File: config.mk
export PLATFORM = sky130hd
export DESIGN_NAME = mem_mod_sel_seq
export DESIGN_NICKNAME = d
export VERILOG_FILES = /design/src/rtl/mem_seq_pkg.sv /design/src/rtl/mem_sel_decode.sv /design/src/rtl/mem_mod_sel_seq.sv
export SDC_FILE = /design/constraint.sdc
export NUM_CORES = 1
export LEC_CHECK = 0
export BUFFER_PORTS_ARGS = -buffer_cell sky130_fd_sc_hd__buf_2
export CAP_MARGIN = 40
export CORE_MARGIN = 1
export CORE_UTILIZATION = 45
export CTS_BUF_LIST = sky130_fd_sc_hd__clkbuf_4
export CTS_CLUSTER_DIAMETER = 150
export DETAILED_ROUTE_END_ITERATION = 10
export PLACE_DENSITY_LB_ADDON = 0.08
export SETUP_SLACK_MARGIN = 0.5
export SYNTH_ARGS = -nofsm -noshare
export SYNTH_HDL_FRONTEND = slang
export SYNTH_SLANG_ARGS = --single-unit
export TNS_END_PERCENT = 10
File: constraint.sdc
create_clock -name clk -period 2.18 [get_ports clk]
set_input_delay 0.436 -clock clk [delete_from_list [all_inputs] [get_ports clk]]
set_output_delay 0.436 -clock clk [all_outputs]
set_load 0.03 [all_outputs]
File: src/rtl/mem_seq_pkg.sv
// mem_seq_pkg: shared definitions for the memory module select sequencer.
//   state_t       : sequencer FSM states
//   MOD0..MOD6    : bit positions of modules 0/2/4/6 in the one-hot enable
//   CNT_W         : width of the shared SEL/RD/WR down-counter
package mem_seq_pkg;

  typedef enum logic [2:0] {
    S_IDLE = 3'd0,
    S_SEL  = 3'd1,
    S_RD   = 3'd2,
    S_SNS  = 3'd3,
    S_WR   = 3'd4,
    S_FIN  = 3'd5
  } state_t;

  localparam int MOD0  = 0;
  localparam int MOD2  = 1;
  localparam int MOD4  = 2;
  localparam int MOD6  = 3;

  localparam int CNT_W = 4;

endpackage

File: src/rtl/mem_sel_decode.sv
// mem_sel_decode: combinational select check for one core access.
//   in  mzon/mttn/mffn/mssn : active-low module selects 0/2/4/6
//   in  iman/imbn           : active-low instruction half selects A/B
//   in  dman/dmbn           : active-low data half selects A/B
//   in  acc_data            : 1 = use data half pair, 0 = instruction pair
//   out mod_en[3:0]         : active-high module vector (one-hot when legal)
//   out side_a/side_b       : active-high half enables of the chosen pair
//   out legal               : exactly one module and at least one half selected
module mem_sel_decode
  import mem_seq_pkg::*;
(
  input  logic       mzon,
  input  logic       mttn,
  input  logic       mffn,
  input  logic       mssn,
  input  logic       iman,
  input  logic       imbn,
  input  logic       dman,
  input  logic       dmbn,
  input  logic       acc_data,
  output logic [3:0] mod_en,
  output logic       side_a,
  output logic       side_b,
  output logic       legal
);

  always_comb begin
    mod_en       = '0;
    mod_en[MOD0] = ~mzon;
    mod_en[MOD2] = ~mttn;
    mod_en[MOD4] = ~mffn;
    mod_en[MOD6] = ~mssn;
  end

  // Only the pair matching the access type is looked at; the other pair
  // may hold anything, including an illegal combination.
  assign side_a = acc_data ? ~dman : ~iman;
  assign side_b = acc_data ? ~dmbn : ~imbn;

  assign legal = $onehot(mod_en) && (side_a || side_b);

endmodule

File: src/rtl/mem_mod_sel_seq.sv
// mem_mod_sel_seq: memory module select and destructive-readout access
// sequencer. One START runs SEL -> RD -> SNS -> WR -> FIN.
//   in  clk, reset (async, active high)
//   in  start            : access request pulse, sampled only in IDLE
//   in  acc_data         : 1 = data access (DMAN/DMBN), 0 = instruction
//   in  acc_write        : 1 = store (no sense strobe)
//   in  mzon..mssn       : active-low module selects 0/2/4/6
//   in  iman/imbn, dman/dmbn : active-low half selects
//   out mod_en[3:0]      : one-hot module enable, held through BUSY
//   out side_a, side_b   : latched half enables
//   out rd_stb, sense_stb, wr_stb : registered timing strobes
//   out busy, done, sel_err
// Optional build macro MEM_DUPLEX_CMP_EN adds par_ok_a/par_ok_b inputs
// and data_side_b/par_err outputs for duplex half comparison. Without it
// the sense path implicitly uses A when side_a is set, else B.
module mem_mod_sel_seq
  import mem_seq_pkg::*;
#(
  parameter int SEL_CYC = 1,
  parameter int RD_CYC  = 2,
  parameter int WR_CYC  = 2
) (
  input  logic       clk,
  input  logic       reset,
  input  logic       start,
  input  logic       acc_data,
  input  logic       acc_write,
  input  logic       mzon,
  input  logic       mttn,
  input  logic       mffn,
  input  logic       mssn,
  input  logic       iman,
  input  logic       imbn,
  input  logic       dman,
  input  logic       dmbn,
`ifdef MEM_DUPLEX_CMP_EN
  input  logic       par_ok_a,
  input  logic       par_ok_b,
  output logic       data_side_b,
  output logic       par_err,
`endif
  output logic [3:0] mod_en,
  output logic       side_a,
  output logic       side_b,
  output logic       rd_stb,
  output logic       sense_stb,
  output logic       wr_stb,
  output logic       busy,
  output logic       done,
  output logic       sel_err
);

  // Counter reload values: a phase of N cycles counts N-1 down to 0.
  localparam logic [CNT_W-1:0] SEL_LD = CNT_W'(SEL_CYC - 1);
  localparam logic [CNT_W-1:0] RD_LD  = CNT_W'(RD_CYC - 1);
  localparam logic [CNT_W-1:0] WR_LD  = CNT_W'(WR_CYC - 1);

  state_t           state, state_nx;
  logic [CNT_W-1:0] cnt, cnt_nx;
  logic             accept, reject;
  logic             wr_lat;

  logic [3:0]       dec_mod;
  logic             dec_a, dec_b, dec_legal;

  mem_sel_decode u_dec (
    .mzon     (mzon),
    .mttn     (mttn),
    .mffn     (mffn),
    .mssn     (mssn),
    .iman     (iman),
    .imbn     (imbn),
    .dman     (dman),
    .dmbn     (dmbn),
    .acc_data (acc_data),
    .mod_en   (dec_mod),
    .side_a   (dec_a),
    .side_b   (dec_b),
    .legal    (dec_legal)
  );

  always_ff @(posedge clk or posedge reset) begin
    if (reset) begin
      state <= S_IDLE;
      cnt   <= '0;
    end else begin
      state <= state_nx;
      cnt   <= cnt_nx;
    end
  end

  always_comb begin
    state_nx = state;
    cnt_nx   = cnt;
    accept   = 1'b0;
    reject   = 1'b0;
    case (state)
      S_IDLE: begin
        if (start) begin
          if (dec_legal) begin
            accept   = 1'b1;
            state_nx = S_SEL;
            cnt_nx   = SEL_LD;
          end else begin
            reject   = 1'b1;
          end
        end
      end
      S_SEL: begin
        if (cnt == '0) begin
          state_nx = S_RD;
          cnt_nx   = RD_LD;
        end else begin
          cnt_nx   = cnt - 1'b1;
        end
      end
      S_RD: begin
        if (cnt == '0) state_nx = S_SNS;
        else           cnt_nx   = cnt - 1'b1;
      end
      S_SNS: begin
        state_nx = S_WR;
        cnt_nx   = WR_LD;
      end
      S_WR: begin
        if (cnt == '0) state_nx = S_FIN;
        else           cnt_nx   = cnt - 1'b1;
      end
      S_FIN:   state_nx = S_IDLE;
      default: state_nx = S_IDLE;
    endcase
  end

  // Outputs are registered from the next state so each strobe lines up
  // exactly with the cycle its state occupies.
  always_ff @(posedge clk or posedge reset) begin
    if (reset) begin
      mod_en    <= '0;
      side_a    <= 1'b0;
      side_b    <= 1'b0;
      wr_lat    <= 1'b0;
      rd_stb    <= 1'b0;
      sense_stb <= 1'b0;
      wr_stb    <= 1'b0;
      busy      <= 1'b0;
      done      <= 1'b0;
      sel_err   <= 1'b0;
    end else begin
      busy      <= (state_nx != S_IDLE);
      rd_stb    <= (state_nx == S_RD);
      sense_stb <= (state_nx == S_SNS) && !wr_lat;
      wr_stb    <= (state_nx == S_WR);
      done      <= (state_nx == S_FIN);
      sel_err   <= reject;
      if (accept) begin
        mod_en <= dec_mod;
        side_a <= dec_a;
        side_b <= dec_b;
        wr_lat <= acc_write;
      end else if (state == S_FIN) begin
        mod_en <= '0;
        side_a <= 1'b0;
        side_b <= 1'b0;
      end
    end
  end

`ifdef MEM_DUPLEX_CMP_EN
  logic pick_b, perr_calc, perr_lat;

  // Duplex prefers A and falls back to B; simplex is stuck with its half.
  always_comb begin
    pick_b    = 1'b0;
    perr_calc = 1'b0;
    if (side_a && side_b) begin
      pick_b    = !par_ok_a;
      perr_calc = !par_ok_a && !par_ok_b;
    end else if (side_a) begin
      pick_b    = 1'b0;
      perr_calc = !par_ok_a;
    end else begin
      pick_b    = 1'b1;
      perr_calc = !par_ok_b;
    end
    if (wr_lat) perr_calc = 1'b0;
  end

  always_ff @(posedge clk or posedge reset) begin
    if (reset) begin
      data_side_b <= 1'b0;
      perr_lat    <= 1'b0;
      par_err     <= 1'b0;
    end else begin
      if (accept) begin
        data_side_b <= 1'b0;
        perr_lat    <= 1'b0;
      end else if (state == S_SNS) begin
        data_side_b <= pick_b;
        perr_lat    <= perr_calc;
      end
      par_err <= (state_nx == S_FIN) && perr_lat;
    end
  end
`endif

endmodule
==> metrics.csv <==
stage,metric,value,unit
setup_path,Setup crit start,mffn,
clock_tree,TritonCTS Sinks,20,
yosys,Synth cell types,39,
yosys,"Seq/Total Area, Yosys",43.9,%
setup_path,worst-path maximum fanout,3,
power_and_ir_drop,clock share of power,9.3,%
worst_hold_path,min-delay worst type,in -> async,
timing,Max Slew Vio Count,0,
yosys,main flop type after synthesis,dfrtp_1,
detailed_routing,vias per cell,5.41,
cells_and_area,share of cells above drive strength 1,39.7,%
detailed_routing,WL final,2.40,mm
timing,Final Critical Period,2170,ps
floorplan,Core Region,2300,um^2
placement,Post-DP HPWL,1.80,mm
placement,PortBufs,24,
timing,crit share post-route,99.6,%
yosys,syn_nets,125,
power_and_ir_drop,PD cells,1350,nW/um^2
cells_and_area,fillers,176,
clock_tree,H-tree depth,1,
power_and_ir_drop,Max VDD drop,0.838,mV
yosys,top-area cell type share of the netlist area,43.9,%
grt,vias in the first global route,886,
outcome,status,"complete, no violations",
timing,Hold WS,238,ps
power_and_ir_drop,switching power,0.000897,W
yosys,synth warn,0,
setup_path,Worst R2R End,cnt[1],
setup_path,Crit. End Element,flop,
timing,worst-margin pin slew,757,ps
grt,largest net degree at the start of global routing,21,
detailed_routing,drt wl/cell,14.6,um
timing,final hold violation count,0,
grt,first-pass GRT wire length,4.03,mm
yosys,synthesis-stage register bit count,20,
grt,total track usage,20.4,%
clock_tree,CTS buffer count,3,
setup_path,flop-to-flop setup slack,140,ps
setup_path,Startpoint Class,input pin,
detailed_routing,Final ANT Viol Nets,0,
setup_path,Critical Setup Path Class,in -> reg,
floorplan,Die W,52.3,um
detailed_routing,# DRC,0,
power_and_ir_drop,Int Pwr,0.00107,W
yosys,most area-consuming cells after synthesis,"dfrtp_1 (44%), ha_1 (5.5%), mux2i_1 (5.3%), nand2_1 (4.3%), inv_1 (3.0%)",
power_and_ir_drop,Net Sw Frac,45.5,%
yosys,Post-Syn Area,1140,um^2
cells_and_area,Layout Nets,156,
yosys,Synth Instances,106,
clock_tree,Clock Latency Late Sink,310,ps
power_and_ir_drop,Seq pwr share,34.7,%
yosys,cell with the most instances after synthesis,dfrtp_1,
cells_and_area,area delta synth->final,28.4,%
clock_tree,CTS tree,done,
floorplan,Placement Rows,17,
yosys,asr flop ratio synth,100,%
cells_and_area,"Core Util, Final",63.7,%
clock_tree,root buffer cell,clkbuf_4,
cells_and_area,ant diodes,0,
floorplan,Chip Height,52.3,um
grt,global route overflow,0,
cells_and_area,biggest regs,"cnt: 4 flops, mod_en: 4 flops, state: 3 flops",
timing,max_slew headroom,49.4,%
setup_path,required time of the critical path,2390,ps
detailed_routing,First-pass DRT Iterations,4,
floorplan,Top-Level Pins,25,
grt,initial antenna violation count,0,
timing,RSZ-0062 raised after global routing,yes,
timing,Final Setup Violations,0,
yosys,Post-synth EDFFs,0,
detailed_routing,drt initial violations,5,
setup_path,critical path arrival,2380,ps
yosys,Post-synth top cells,"dfrtp_1 (20), nand2_1 (13), inv_1 (9)",
timing,Layout Skew,13.6,ps
clock_tree,"Reg clk slew, reported paths",120,ps
flow_run,max cap viols,0,
power_and_ir_drop,P_leak,0.687,nW
detailed_routing,vias post-DR,887,
yosys,Synth area leader,dfrtp_1,
floorplan,Die ar.,2740,um^2
setup_path,Reg-to-Reg Start,cnt[0],
timing,Highest Clock Rate,461,MHz
power_and_ir_drop,combinational share of power,56.0,%
yosys,Syn Area/Cell,10.8,um^2
placement,GP Congestion,0.851,
clock_tree,clk buf depth,2,
floorplan,Starting Density,49.6,%
setup_path,R2R depth,6,
power_and_ir_drop,Final Power,0.00197,W
## cells in the final DEF, fill, tap and decap left out, drive strengths merged
| cell | count |
|---|---|
| nand3 | 2 |
| dfrtp | 20 |
| nor3b | 1 |
| nand3b | 3 |
| clkbuf | 3 |
| a221oi | 2 |
| nand4b | 1 |
| a21oi | 3 |
| nor4 | 3 |
| nor2 | 5 |
| o31ai | 2 |
| o21ai | 2 |
| clkinv | 1 |
| xnor2 | 1 |
| nor3 | 2 |
| nand2 | 13 |
| fa | 1 |
| nand4 | 1 |
| nor2b | 2 |
| o221ai | 2 |
| mux2 | 4 |
| buf | 30 |
| mux2i | 6 |
| a211oi | 1 |
| a41oi | 1 |
| and3 | 1 |
| or3 | 1 |
| inv | 9 |
| or3b | 2 |
| or2 | 1 |
| o21a | 1 |
| o21bai | 1 |
| ha | 5 |
| nand2b | 3 |
## repair_timing
action                                  4_1_cts  5_1_grt
hold buffers                                  0        0
pin swaps                                     7        3
setup buffers                                 1        1
resized for setup                            11        3
endpoints found under the setup margin       13       14
## power by group through the flow
stage | Combinational, W | Clock [W] | Sequential, W
2_1_floorplan | 0.000606 | 0 | 0.000804
3_3_place_gp | 0.000975 | 0 | 0.000684
3_5_place_dp | 0.000991 | 0 | 0.000691
4_1_cts | 0.00106 | 0.000191 | 0.000683
5_1_grt | 0.00121 | 0.000204 | 0.000708
6_report | 0.00110 | 0.000184 | 0.000683
## cell families (layout without fill, tap and decap cells)
group,after synthesis,count (layout),share of synthesized area (%)
adders and majority gates,6,6,7.24
buffers and inverters,13,43,4.94
AOI/OAI and AO/OA,15,15,9.88
muxes,10,10,9.55
DFF,20,20,43.9
and+or+nand+nor,41,41,23.7
xor gates and xnor gates,1,1,0.769
## critical path, stage by stage
cell	delay [ps]
buf_8	100
inv_4	50
ha_4	200
ha_4	150
fa_1	480
nor2_4	130
nand4b_4	150
a221oi_4	350
mux2_4	330
## worst max path at each step
| stage | end | slack [ps] | depth (start not counted) |
|---|---|---|---|
| floorplan | wr_lat | -370 | 8 |
| detailed placement | cnt[1] | -470 | 9 |
| CTS | cnt[1] | 10 | 9 |
| finish | cnt[1] | 9 | 9 |
| global placement | cnt[1] | -440 | 9 |
| global route | cnt[1] | -50 | 9 |
## metal layers
metal	up-vias	global-route usage (%)	wire (um)	part of all wire (%)
met5	-	0	0	0
met4	0	7.89	30	1.2
met3	4	3.48	77	3.2
met2	21	31.2	1140	47
met1	426	28.3	1150	48
li1	436	-	-	-
## final cells by class
type | instances | area, um^2 | area share (%)
repair buffers | 30 | 194 | 13.2
multi-input cells | 73 | 652 | 44.5
well taps | 28 | 35.0 | 2.39
clock buffers | 3 | 22.5 | 1.54
flip-flops and latches | 20 | 500 | 34.2
inverters | 9 | 56.3 | 3.85
clock inverters | 1 | 3.75 | 0.256
## through the flow
stage	cell area, um^2	worst slack, ps	std cells	setup TNS, ps
finish	1460	9.05	164	0
CTS	1440	11.4	163	0
global placement	1360	-439	158	-4440
global route	1460	-51.2	164	-84.0
detailed placement	1360	-472	158	-5100
floorplan	1190	-367	106	-2190
No activity file was read; power rests on OpenSTA's default activity.
